[config.mk]
export PLATFORM = sky130hd
export DESIGN_NAME = rx_drain_ctrl_flat
export DESIGN_NICKNAME = d
export VERILOG_FILES = /design/src/rtl/rx_drain_if.sv /design/src/rtl/rx_drain_ctrl.sv /design/src/flat_wrapper.sv
export SDC_FILE = /design/constraint.sdc
export NUM_CORES = 1
export LEC_CHECK = 0
export CORE_MARGIN = 2
export CORE_UTILIZATION = 46
export CTS_BUF_LIST = sky130_fd_sc_hd__clkbuf_2
export CTS_CLUSTER_SIZE = 28
export DETAILED_ROUTE_END_ITERATION = 8
export GPL_TIMING_DRIVEN = 0
export PLACE_DENSITY = 0.79
export SLEW_MARGIN = 15
export SYNTH_ARGS = -nofsm -noshare
export SYNTH_HDL_FRONTEND = slang
export SYNTH_SLANG_ARGS = --single-unit
[constraint.sdc]
create_clock -name clk -period 2.55 [get_ports clk]
set_input_delay 0.51 -clock clk [delete_from_list [all_inputs] [get_ports clk]]
set_output_delay 0.51 -clock clk [all_outputs]
set_load 0.02 [all_outputs]
[src/rtl/rx_drain_if.sv]
// FIFO read-port and output-stream bundle for rx_drain_ctrl.
// The master is the drain controller; the slave is the FIFO plus the stream consumer.
interface rx_drain_if #(
    parameter int unsigned WIDTH = 32,
    parameter int unsigned DEPTH = 16
);
    localparam int unsigned LW = $clog2(DEPTH);

    logic             fifo_rd_en_o;
    logic [WIDTH-1:0] fifo_rd_data_i;
    logic             fifo_empty_i;
    logic [LW:0]      fifo_level_i;
    logic             m_valid_o;
    logic [WIDTH-1:0] m_data_o;
    logic             m_ready_i;

    modport master (
        output fifo_rd_en_o, m_valid_o, m_data_o,
        input  fifo_rd_data_i, fifo_empty_i, fifo_level_i, m_ready_i
    );

    modport slave (
        input  fifo_rd_en_o, m_valid_o, m_data_o,
        output fifo_rd_data_i, fifo_empty_i, fifo_level_i, m_ready_i
    );
endinterface

[src/rtl/rx_drain_ctrl.sv]
// Drains a non-FWFT RX FIFO into a valid/ready stream through a 2-entry buffer,
// with a watermark request, total occupancy report and a discard-everything flush.
module rx_drain_ctrl #(
    parameter int unsigned WIDTH = 32,
    parameter int unsigned DEPTH = 16,
    localparam int unsigned LW = $clog2(DEPTH)
) (
    input  logic          clk,
    input  logic          reset,
    input  logic          enable_i,
    input  logic          flush_i,
    input  logic [LW:0]   watermark_i,
    rx_drain_if.master    bus,
    output logic          dma_req_o,
    output logic [LW+1:0] occupancy_o,
    output logic          flush_busy_o
);
    localparam logic [1:0] ST_DISABLED = 2'd0;
    localparam logic [1:0] ST_RUN      = 2'd1;
    localparam logic [1:0] ST_FLUSH    = 2'd2;

    logic [1:0]       state_q, state_d;
    logic [WIDTH-1:0] buf0_q, buf0_d;
    logic [WIDTH-1:0] buf1_q, buf1_d;
    logic [1:0]       cnt_q, cnt_d;
    logic             rd_pend_q, rd_pend_d;
    logic             dma_req_q, dma_req_d;
    logic             pop;
    logic             push;
    logic             rd_en;
    logic [2:0]       need;
    logic [LW+1:0]    occ;

    // Next-state, read issue and buffer update.
    always_comb begin
        state_d = state_q;
        buf0_d  = buf0_q;
        buf1_d  = buf1_q;
        cnt_d   = cnt_q;
        rd_en   = 1'b0;
        pop     = (cnt_q != 2'd0) && (state_q != ST_FLUSH) && bus.m_ready_i;
        push    = rd_pend_q && (state_q != ST_FLUSH);
        need    = 3'(cnt_q) + 3'(rd_pend_q) - 3'(pop);

        case (state_q)
            ST_DISABLED: begin
                if (flush_i)       state_d = ST_FLUSH;
                else if (enable_i) state_d = ST_RUN;
            end
            ST_RUN: begin
                rd_en = !bus.fifo_empty_i && (need < 3'd2);
                if (flush_i)        state_d = ST_FLUSH;
                else if (!enable_i) state_d = ST_DISABLED;
            end
            ST_FLUSH: begin
                rd_en = !bus.fifo_empty_i;
                if (bus.fifo_empty_i && !rd_pend_q)
                    state_d = enable_i ? ST_RUN : ST_DISABLED;
            end
            default: state_d = ST_DISABLED;
        endcase

        // A read issued during reset would pop a word nobody is waiting for.
        if (reset) rd_en = 1'b0;

        case ({push, pop})
            2'b10: begin
                if (cnt_q == 2'd0) buf0_d = bus.fifo_rd_data_i;
                else               buf1_d = bus.fifo_rd_data_i;
                cnt_d = cnt_q + 2'd1;
            end
            2'b01: begin
                buf0_d = buf1_q;
                cnt_d  = cnt_q - 2'd1;
            end
            2'b11: begin
                if (cnt_q == 2'd1) begin
                    buf0_d = bus.fifo_rd_data_i;
                end else begin
                    buf0_d = buf1_q;
                    buf1_d = bus.fifo_rd_data_i;
                end
            end
            default: ;
        endcase

        // Entering or staying in flush discards everything buffered, including a landing word.
        if (state_d == ST_FLUSH) cnt_d = 2'd0;

        rd_pend_d = rd_en;
        occ       = (LW+2)'(bus.fifo_level_i) + (LW+2)'(rd_pend_q) + (LW+2)'(cnt_q);
        dma_req_d = (state_q == ST_RUN) && (watermark_i != '0) &&
                    (occ >= (LW+2)'(watermark_i));
    end

    always_ff @(posedge clk) begin
        if (reset) begin
            state_q   <= ST_DISABLED;
            buf0_q    <= '0;
            buf1_q    <= '0;
            cnt_q     <= 2'd0;
            rd_pend_q <= 1'b0;
            dma_req_q <= 1'b0;
        end else begin
            state_q   <= state_d;
            buf0_q    <= buf0_d;
            buf1_q    <= buf1_d;
            cnt_q     <= cnt_d;
            rd_pend_q <= rd_pend_d;
            dma_req_q <= dma_req_d;
        end
    end

    assign bus.fifo_rd_en_o = rd_en;
    assign bus.m_valid_o    = (cnt_q != 2'd0) && (state_q != ST_FLUSH);
    assign bus.m_data_o     = buf0_q;
    assign dma_req_o        = dma_req_q;
    assign occupancy_o      = occ;
    assign flush_busy_o     = (state_q == ST_FLUSH);
endmodule

[src/flat_wrapper.sv]
// flat-port wrapper written by rule: the top's interface ports become plain ports
module rx_drain_ctrl_flat 
#(
    parameter int unsigned WIDTH = 32,
    parameter int unsigned DEPTH = 16,
    localparam int unsigned LW = $clog2(DEPTH)
)
  (clk, reset, enable_i, flush_i, watermark_i, dma_req_o, occupancy_o, flush_busy_o, bus_fifo_rd_en_o, bus_m_valid_o, bus_m_data_o, bus_fifo_rd_data_i, bus_fifo_empty_i, bus_fifo_level_i, bus_m_ready_i);
  rx_drain_if #(.WIDTH(WIDTH), .DEPTH(DEPTH)) bus_i ();
  input  logic clk;
  input  logic reset;
  input  logic enable_i;
  input  logic flush_i;
  input  logic [LW:0] watermark_i;
  output logic dma_req_o;
  output logic [LW+1:0] occupancy_o;
  output logic flush_busy_o;
  output wire logic [$bits(bus_i.fifo_rd_en_o)-1:0] bus_fifo_rd_en_o;
  output wire logic [$bits(bus_i.m_valid_o)-1:0] bus_m_valid_o;
  output wire logic [$bits(bus_i.m_data_o)-1:0] bus_m_data_o;
  input wire logic [$bits(bus_i.fifo_rd_data_i)-1:0] bus_fifo_rd_data_i;
  input wire logic [$bits(bus_i.fifo_empty_i)-1:0] bus_fifo_empty_i;
  input wire logic [$bits(bus_i.fifo_level_i)-1:0] bus_fifo_level_i;
  input wire logic [$bits(bus_i.m_ready_i)-1:0] bus_m_ready_i;
  assign bus_fifo_rd_en_o = bus_i.fifo_rd_en_o;
  assign bus_m_valid_o = bus_i.m_valid_o;
  assign bus_m_data_o = bus_i.m_data_o;
  assign bus_i.fifo_rd_data_i = bus_fifo_rd_data_i;
  assign bus_i.fifo_empty_i = bus_fifo_empty_i;
  assign bus_i.fifo_level_i = bus_fifo_level_i;
  assign bus_i.m_ready_i = bus_m_ready_i;
  rx_drain_ctrl #(.WIDTH(WIDTH), .DEPTH(DEPTH)) u_core (.clk(clk), .reset(reset), .enable_i(enable_i), .flush_i(flush_i), .watermark_i(watermark_i), .bus(bus_i), .dma_req_o(dma_req_o), .occupancy_o(occupancy_o), .flush_busy_o(flush_busy_o));
endmodule
==> impl_metrics.env <==
export IMPL_worst_slack_ns=-0.7454
export IMPL_num_fill_cells=625
export IMPL_dpl_cell_area_um2=4658
export IMPL_dp_hpwl_mm=6.241
export IMPL_grt_start_max_net_pins=11
export IMPL_dr_total_vias=3098
export IMPL_relSlewSlack_pct=51.78
export IMPL_p_leak_nw=1.888
export IMPL_synth_async_reset_ratio_pct=0
export IMPL_worstPathRequired_ns=2.04
export IMPL_synth_edf_count=0
export IMPL_worstPathArrival_ns=2.79
export IMPL_finalMaxSlewViolations=0
export IMPL_ys_types=38
export IMPL_cts_tree="done"
export IMPL_cts_buffers=9
export IMPL_p_total_mw=2.310
export IMPL_holdCritPathClass="reg -> reg"
export IMPL_power_density_nw_per_um2=462.1
export IMPL_worstSetupEndpointType="output pin"
export IMPL_drtPass1Iterations=5
export IMPL_cts_max_level=3
export IMPL_drt_met1_wl_mm=4.010
export IMPL_wl_met3_um=375
export IMPL_pwr_share_clk_pct=25.6
export IMPL_final_cells=598
export IMPL_nets=561
export IMPL_skew_ns=0.02354
export IMPL_syn_avg_cell_area_um2=9.490
export IMPL_sw_frac_of_total_pct=29.71
export IMPL_io_buffers=88
export IMPL_grt_pass1_vias=3109
export IMPL_gp_congestion=0.8399
export IMPL_wl_mm=8.938
export IMPL_pre_cts_slack_ns=-1.148
export IMPL_fmaxAchievable_mhz=303.4
export IMPL_p_sw_uw=686.3
export IMPL_fp_row_count=32
export IMPL_tightestPinTransition_ns=0.7233
export IMPL_synthCells=378
export IMPL_fin_crit_ns=3.295
export IMPL_dieArea_um2=8520
export IMPL_syn_nets=446
export IMPL_start_kind="register"
export IMPL_highest_layer="met4"
export IMPL_rsz0062_at_grt="yes"
export IMPL_start_util_pct=46.91
export IMPL_antenna_found_initial=0
export IMPL_setup_viol=3
export IMPL_wl_met2_mm=4.402
export IMPL_clk_latency_ns=0.50
export IMPL_synth_area_um2=3587
export IMPL_synth_seq_cells=70
export IMPL_tns_ns=-0.9565
export IMPL_vdd_drop_max_mv=0.2235
export IMPL_area_growth_pct=39.34
export IMPL_design_area_um2=4999
export IMPL_hold_violations=0
export IMPL_place_inst=568
export IMPL_drive_gt1_share_pct=30.44
export IMPL_p_comb_share_pct=23.9
export IMPL_grt_usage_pct=21.52
export IMPL_period_share_pct=129.2
export IMPL_ant_nets=0
export IMPL_post_route_drc_count=0
export IMPL_yosysSeqAreaShare_pct=39.07
export IMPL_clock_sinks=70
export IMPL_synth_top_area_share_pct=39.07
export IMPL_synth_area_leaders="dfxtp_1, a221oi_2, nor3_2"
export IMPL_num_antenna_cells=0
export IMPL_yosysWarnings=0
export IMPL_yosys_area_top_type="dfxtp_1"
export IMPL_drv_cap=0
export IMPL_clk_pin_slew_ns=0.17
export IMPL_worstSetupPathType="reg -> out"
export IMPL_drtIter0Drc=101
export IMPL_drt_vias_per_instance=5.181
export IMPL_status="complete, but fails checks"
export IMPL_power_internal_mw=1.624
export IMPL_ctsLongestPathBuffers=2
export IMPL_coreArea_um2=7647
export IMPL_grt_pass1_wl_mm=14.66
export IMPL_pwr_share_seq_pct=50.5
export IMPL_grt_overflow=0
export IMPL_synth_ff_type="dfxtp_1"
export IMPL_critical_path_max_fanout=3
export IMPL_violations="setup timing"
export IMPL_die_w_um=92.31
export IMPL_cts_root_buf="clkbuf_2"
export IMPL_die_height_um=92.31
export IMPL_pin_count=90
export IMPL_wl_per_cell_um=14.95
-- cell families after synthesis --
group / count (synthesis) / synth area share (%)
buf+inv: 42 / 6.383
simple gates: 153 / 23.33
flops: 70 / 39.07
compound gates: 85 / 21.52
mux: 2 / 0.6278
xor+xnor: 6 / 1.465
fa+ha+maj: 20 / 7.604
-- cell type report --
type / count / area [µm²] / share of cell area (%)
Clock buffer: 11 / 55.05 / 1.101
Sequential cell: 70 / 1418 / 28.36
Tap cell: 102 / 127.6 / 2.553
Clock inverter: 3 / 37.54 / 0.7509
Multi-Input combinational cell: 266 / 2118 / 42.38
Buffer: 27 / 170.2 / 3.404
Inverter: 15 / 66.31 / 1.327
Timing Repair Buffer: 104 / 1006 / 20.13
-- cells in the mapped netlist, drive strengths merged (2+ instances only) --
cell	instances
buf	19
dfxtp	70
xnor2	5
o21a	2
inv	15
a221oi	32
nor3	33
nor4b	2
mux2	2
a31oi	2
clkbuf	8
nand2	71
nand3	3
a21oi	38
o21ai	3
ha	17
a211oi	4
o21bai	2
nand2b	6
nor2	35
fa	3
-- placed cells by master, fill, tap and decap left out, types with 8 or more instances in the layout --
cell / instances
a21oi_1: 37
a221oi_2: 30
buf_2: 10
buf_4: 19
buf_6: 11
clkbuf_1: 8
clkbuf_2: 12
clkdlybuf4s50_1: 79
dfxtp_1: 65
ha_1: 14
inv_1: 8
nand2_1: 69
nor2_1: 33
nor3_2: 30
-- power groups by stage --
stage	logic (mW)	registers [mW]	clock network, mW
after floorplan	0.245	1.23	0
after global placement	0.492	1.19	0
after detailed placement	0.506	1.19	0
after CTS	0.536	1.17	0.606
after global routing	0.596	1.17	0.648
final	0.552	1.17	0.590
-- worst paths after layout --
kind              cells past startpoint              from               end  slack, ns
hold reg to reg                       2  u_core.buf1_q[0]  u_core.buf1_q[0]       0.47
hold / removal                        2  u_core.buf1_q[0]  u_core.buf1_q[0]       0.47
setup reg to reg                     13   u_core.cnt_q[0]  u_core.dma_req_o       0.02
setup / recovery                     12   u_core.cnt_q[0]  bus_fifo_rd_en_o      -0.75
-- layer usage --
layer  track usage (%)  vias to the layer above
li1                  -                     1554
met1             27.52                     1453
met2             35.46                       77
met3             5.045                       14
met4             7.836                        0
met5                 0                        -
-- flip-flops by register name (all words and copies together), names as in the netlist --
name                 count
u_core.buf1_q           32
u_core.bus.m_data_o     32
u_core.cnt_q             2
u_core.dma_req_o         1
u_core.rd_pend_q         1
u_core.state_q           2
-- repair_timing --
action                                  in CTS  in global routing
gates resized for setup                     53                 11
hold buffers                                 0                  0
endpoints found under the setup margin       7                  8
pin swaps                                   12                 10
buffers inserted                            11                  5
-- worst max-delay path, cell delays in order (launching register included) --
cell	delay [ns]
dfxtp_4	0.39
inv_2	0.06
ha_4	0.17
nor2_4	0.11
nand2_4	0.07
inv_6	0.06
ha_4	0.18
nand2b_4	0.13
fa_2	0.37
xnor2_2	0.21
a31oi_4	0.13
nor4b_4	0.22
buf_4	0.18
-- metrics by stage --
step / util [%] / hold WS (ns)
after floorplan: - / 0.4361
after detailed placement: 60.91 / 0.4479
after global placement: 60.91 / 0.4416
final: 65.36 / 0.4682
after global routing: 65.36 / 0.4939
after CTS: 64.27 / 0.4687
(Power assumes the default switching activity.)
